$ cat src/rtl/spi_adc_4ch.sv
// SPI master for a 4-channel 12-bit ADC: one start pulse sweeps ch0..ch3 and
// publishes all four results together with a one-cycle end-of-sequence strobe.
module spi_adc_4ch #(
  parameter int HALF_DIV   = 20,
  parameter int FRAME_BITS = 16,
  parameter int DATA_W     = 12
) (
  input  logic              clk_i,
  input  logic              rst_i,
  input  logic              start_i,
  input  logic              miso_i,
  output logic              mosi_o,
  output logic              dclk_o,
  output logic              cs_o,
  output logic              eos_o,
  output logic [DATA_W-1:0] doutch0_o,
  output logic [DATA_W-1:0] doutch1_o,
  output logic [DATA_W-1:0] doutch2_o,
  output logic [DATA_W-1:0] doutch3_o
);

  localparam int CNT_W = $clog2(2 * HALF_DIV);
  localparam int BIT_W = $clog2(FRAME_BITS);
  localparam logic [CNT_W-1:0] HALF_LAST = CNT_W'(HALF_DIV - 1);
  localparam logic [CNT_W-1:0] HOLD_LAST = CNT_W'(2 * HALF_DIV - 1);
  localparam logic [BIT_W-1:0] BIT_LAST  = BIT_W'(FRAME_BITS - 1);

  typedef enum logic [2:0] {IDLE, CS_SETUP, SHIFT, CS_HOLD, DONE} state_t;

  state_t                      state_reg, state_next;
  logic [CNT_W-1:0]            cnt_reg, cnt_next;
  logic [BIT_W-1:0]            bit_reg, bit_next;
  logic [1:0]                  ch_reg, ch_next;
  logic                        cs_reg, cs_next;
  logic                        dclk_reg, dclk_next;
  logic                        mosi_reg, mosi_next;
  logic                        eos_reg, eos_next;
  logic [FRAME_BITS-1:0]       piso_reg, piso_next;
  logic [DATA_W-1:0]           sipo_reg, sipo_next;
  logic [3:0][DATA_W-1:0]      shadow_reg, shadow_next;
  logic [3:0][DATA_W-1:0]      dout_reg, dout_next;

  // Command frame: two zero bits, channel address, then zero padding.
  function automatic logic [FRAME_BITS-1:0] cmd_word(input logic [1:0] ch);
    cmd_word = '0;
    cmd_word[DATA_W +: 2] = ch;
  endfunction

  always_ff @(posedge clk_i or posedge rst_i) begin
    if (rst_i) begin
      state_reg  <= IDLE;
      cnt_reg    <= '0;
      bit_reg    <= '0;
      ch_reg     <= '0;
      cs_reg     <= 1'b1;
      dclk_reg   <= 1'b0;
      mosi_reg   <= 1'b0;
      eos_reg    <= 1'b0;
      piso_reg   <= '0;
      sipo_reg   <= '0;
      shadow_reg <= '0;
      dout_reg   <= '0;
    end else begin
      state_reg  <= state_next;
      cnt_reg    <= cnt_next;
      bit_reg    <= bit_next;
      ch_reg     <= ch_next;
      cs_reg     <= cs_next;
      dclk_reg   <= dclk_next;
      mosi_reg   <= mosi_next;
      eos_reg    <= eos_next;
      piso_reg   <= piso_next;
      sipo_reg   <= sipo_next;
      shadow_reg <= shadow_next;
      dout_reg   <= dout_next;
    end
  end

  always_comb begin
    state_next  = state_reg;
    cnt_next    = cnt_reg;
    bit_next    = bit_reg;
    ch_next     = ch_reg;
    cs_next     = cs_reg;
    dclk_next   = dclk_reg;
    mosi_next   = mosi_reg;
    eos_next    = 1'b0;
    piso_next   = piso_reg;
    sipo_next   = sipo_reg;
    shadow_next = shadow_reg;
    dout_next   = dout_reg;

    case (state_reg)
      IDLE: begin
        cs_next   = 1'b1;
        dclk_next = 1'b0;
        mosi_next = 1'b0;
        if (start_i) begin
          state_next = CS_SETUP;
          ch_next    = 2'd0;
          cnt_next   = '0;
          cs_next    = 1'b0;
          piso_next  = cmd_word(2'd0);
          mosi_next  = piso_next[FRAME_BITS-1];
        end
      end

      CS_SETUP: begin
        if (cnt_reg == HALF_LAST) begin
          state_next = SHIFT;
          cnt_next   = '0;
          bit_next   = '0;
          dclk_next  = 1'b1;
          sipo_next  = {sipo_reg[DATA_W-2:0], miso_i};
        end else begin
          cnt_next = cnt_reg + 1'b1;
        end
      end

      SHIFT: begin
        if (cnt_reg == HALF_LAST) begin
          cnt_next = '0;
          if (dclk_reg) begin
            dclk_next = 1'b0;
            piso_next = piso_reg << 1;
            mosi_next = piso_next[FRAME_BITS-1];
          end else if (bit_reg == BIT_LAST) begin
            // Low half after the last falling edge is over: close the frame.
            state_next          = CS_HOLD;
            cs_next             = 1'b1;
            mosi_next           = 1'b0;
            shadow_next[ch_reg] = sipo_reg;
          end else begin
            bit_next  = bit_reg + 1'b1;
            dclk_next = 1'b1;
            sipo_next = {sipo_reg[DATA_W-2:0], miso_i};
          end
        end else begin
          cnt_next = cnt_reg + 1'b1;
        end
      end

      CS_HOLD: begin
        if (cnt_reg == HOLD_LAST) begin
          cnt_next = '0;
          if (ch_reg == 2'd3) begin
            state_next = DONE;
            eos_next   = 1'b1;
            dout_next  = shadow_reg;
          end else begin
            state_next = CS_SETUP;
            ch_next    = ch_reg + 2'd1;
            cs_next    = 1'b0;
            piso_next  = cmd_word(ch_reg + 2'd1);
            mosi_next  = piso_next[FRAME_BITS-1];
          end
        end else begin
          cnt_next = cnt_reg + 1'b1;
        end
      end

      DONE: state_next = IDLE;

      default: state_next = IDLE;
    endcase
  end

  assign cs_o      = cs_reg;
  assign dclk_o    = dclk_reg;
  assign mosi_o    = mosi_reg;
  assign eos_o     = eos_reg;
  assign doutch0_o = dout_reg[0];
  assign doutch1_o = dout_reg[1];
  assign doutch2_o = dout_reg[2];
  assign doutch3_o = dout_reg[3];

endmodule

$ cat config.mk
export PLATFORM = sky130hd
export DESIGN_NAME = spi_adc_4ch
export DESIGN_NICKNAME = d
export VERILOG_FILES = /design/src/rtl/spi_adc_4ch.sv
export SDC_FILE = /design/constraint.sdc
export NUM_CORES = 1
export LEC_CHECK = 0
export CAP_MARGIN = 5
export CORE_ASPECT_RATIO = 0.75
export CORE_MARGIN = 2
export CORE_UTILIZATION = 47
export CTS_BUF_LIST = sky130_fd_sc_hd__clkbuf_8 sky130_fd_sc_hd__clkbuf_16
export CTS_CLUSTER_SIZE = 30
export DETAILED_ROUTE_END_ITERATION = 16
export HOLD_SLACK_MARGIN = 0.06
export PLACE_DENSITY = 0.72
export SLEW_MARGIN = 10
export SYNTH_ARGS = -nofsm -noshare
export SYNTH_HDL_FRONTEND = slang
export SYNTH_SLANG_ARGS = --single-unit
$ cat constraint.sdc
create_clock -name clk_i -period 5.5 [get_ports clk_i]
set_input_delay 0.55 -clock clk_i [delete_from_list [all_inputs] [get_ports clk_i]]
set_output_delay 0.55 -clock clk_i [all_outputs]
set_load 0.01 [all_outputs]
==> flow_summary.json <==
{
  "status": "finished, final reports clean",
  "globalplace.congestion": 0.877,
  "largest_reg_flops": 48,
  "endpoint_kind": "flop",
  "cts-resized-gates": 0,
  "finClkSkew_ns": 0.00618,
  "top_layer": "met4",
  "cts_hold_buf": 0,
  "dp_hpwl_um": 6640,
  "ys_types": 47,
  "tightest_slew_ns": 0.961,
  "die_x_um": 128,
  "synth-edff-count": 0,
  "final.min_clock_period_ns": 2.82,
  "m1WireLength_um": 5070,
  "async_reset_ff_share_pct": 100,
  "hold_violations": 0,
  "grt_use_total_pct": 17.9,
  "cellLeakagePower_nw": 3.24,
  "reg2reg_to": "doutch3_o[0]",
  "drv_cap": 0,
  "cts.sinks": 130,
  "wl_met3_um": 356,
  "dr.pass1.iters": 4,
  "cp.arrival_ns": 3.11,
  "syn_avg_cell_area_um2": 14.1,
  "tns_ns": 0,
  "clock-root-buffer": "clkbuf_16",
  "period_share_pct": 51.3,
  "rows": 33,
  "clock.fmax_mhz": 354,
  "synthCells": 384,
  "ant_nets": 0,
  "cts_tree": "built",
  "crit_start": "cnt_reg[0]",
  "syn_to_final_growth_pct": 22.9,
  "grt_start_max_net_pins": 74,
  "viasPerCell": 5.50,
  "worstPathRequired_ns": 5.79,
  "ff2ff_path_depth": 5,
  "io_buffers": 55,
  "synth_area_um2": 5420,
  "hold_path_depth": 1,
  "synth_seq_area_share_pct": 60.0,
  "chipHeight_um": 97.0,
  "drcViolationCount": 0,
  "diodes": 0,
  "grt_pass1_wl_um": 17200,
  "irDropWorstVdd_mv": 0.240,
  "post_cts_buffers": 0,
  "hp-start": "doutch3_o[5]",
  "path_clk_slew_ns": 0.06,
  "synth_fp_nets": 394,
  "rr_startpoint": "cnt_reg[0]",
  "pre_cts_ws_ns": 2.73,
  "drt-initial-drc-count": 161,
  "antenna_found_initial": 0,
  "min_path_type": "flop to flop",
  "wl_per_cell_um": 17.4,
  "ys_seq_elements": 130,
  "yosys_warnings": 0,
  "critPathMaxFanout": 50,
  "hold_end": "doutch3_o[5]",
  "h-tree-depth": 4,
  "grt_pass1_vias": 3356,
  "powerDensity_nw_per_um2": 372,
  "cts_inserted_buffers": 17,
  "crit_type": "flop to flop",
  "dieArea_um2": 12400,
  "synthFlopType": "dfrtp_1",
  "utilization_pct": 60.2,
  "num_vias": 3281,
  "clk_latency_ns": 0.41,
  "wl_um": 10400,
  "clk_path_buf_depth": 2,
  "relSlewSlack_pct": 35.9,
  "start_util_pct": 49.0,
  "final-setup-viol-count": 0,
  "slew_viol_final": 0,
  "core-area_um2": 11100,
  "cp-start-kind": "flop",
  "design.portCount": 56,
  "met2_length_um": 4830,
  "final_cell_mix": "dfrtp_1 (129), mux2_2 (108), clkdlybuf4s50_1 (55)",
  "rsz0062_at_grt": "false",
  "fin_nets": 454,
  "setup_slack_ns": 2.68,
  "grt_overflow": 0,
  "reg2reg_setup_slack_ns": 2.68,
  "drive_gt1_share_pct": 32.6,
  "final_common_cell": "dfrtp_1"
}
## metrics by stage
stage	hold slack, ns	instance area, um2	std cells	power, W
after floorplan	0.452	5420	384	0.00127
after global placement	0.462	6050	565	0.00133
after detailed placement	0.478	6050	565	0.00134
after CTS	0.494	6660	597	0.00249
after global routing	0.509	6660	597	0.00258
final	0.487	6660	597	0.00248
## synthesized netlist by cell type (2+ instances only)
cell type,instances,area (um2)
o31ai_1,2,15.0
nor3_1,7,35.0
buf_6,5,56.3
a31oi_1,5,31.3
a21oi_1,8,40.0
clkbuf_1,4,15.0
and2_1,2,12.5
buf_2,4,20.0
o21ai_0,8,40.0
nand2_1,17,63.8
nand3_1,6,30.0
and3_1,2,12.5
xnor2_1,3,26.3
nor4bb_1,2,20.0
nor2b_1,6,37.5
buf_4,2,15.0
mux2_1,4,45.0
mux2_2,108,1220
a311oi_1,2,17.5
nand2b_1,4,25.0
nor2_1,9,33.8
ha_1,6,75.1
dfrtp_1,129,3230
o31a_1,2,17.5
nand4_1,3,18.8
or3_1,3,18.8
inv_1,11,41.3
## final cells by class
cell class	count	area, um2
Fill cell	836	4400
Sequential cell	130	3250
Multi-Input combinational cell	228	2020
Timing Repair Buffer	56	558
Clock buffer	17	425
Clock inverter	15	186
Tap cell	140	175
Inverter	11	43.8
## metal layers
metal	vias up	track usage, %
met5	-	0
met4	0	7.69
met3	11	4.31
met2	62	25.6
met1	1705	26.2
li1	1503	-
## critical path, cell delays in order (launching register included)
cell and delay, ns:
dfrtp_1 0.40, ha_1 0.26, nor2b_1 0.34, and3_1 0.31
nand4_4 0.72, mux2_1 0.62
## power breakdown
group,internal [W],switching (W)
Sequential,0.00100,0.0000770
Clock,0.000717,0.000430
Combinational,0.000108,0.000144
Total,0.00183,0.000651
## cell families after synthesis
kind of cell	synth area share [%]
flip-flops	60.0
buffers and inverters	2.72
AND/OR/NAND/NOR	7.75
adder cells (fa/ha/maj)	1.38
XOR/XNOR	0.485
multiplexers	23.4
AO/OA/AOI/OAI	4.20
## how the worst max path moves through the flow
| stage | endpoint | slack [ns] | depth (start not counted) |
|---|---|---|---|
| 4_1_cts | doutch3_o[4] | 2.72 | 5 |
| 3_3_place_gp | doutch3_o[0] | 2.85 | 5 |
| 6_report | doutch3_o[0] | 2.68 | 5 |
| 2_1_floorplan | bit_reg[0] | 1.48 | 1 |
| 5_1_grt | doutch3_o[4] | 2.52 | 5 |
| 3_5_place_dp | doutch3_o[4] | 2.73 | 5 |
(Power assumes the default switching activity.)
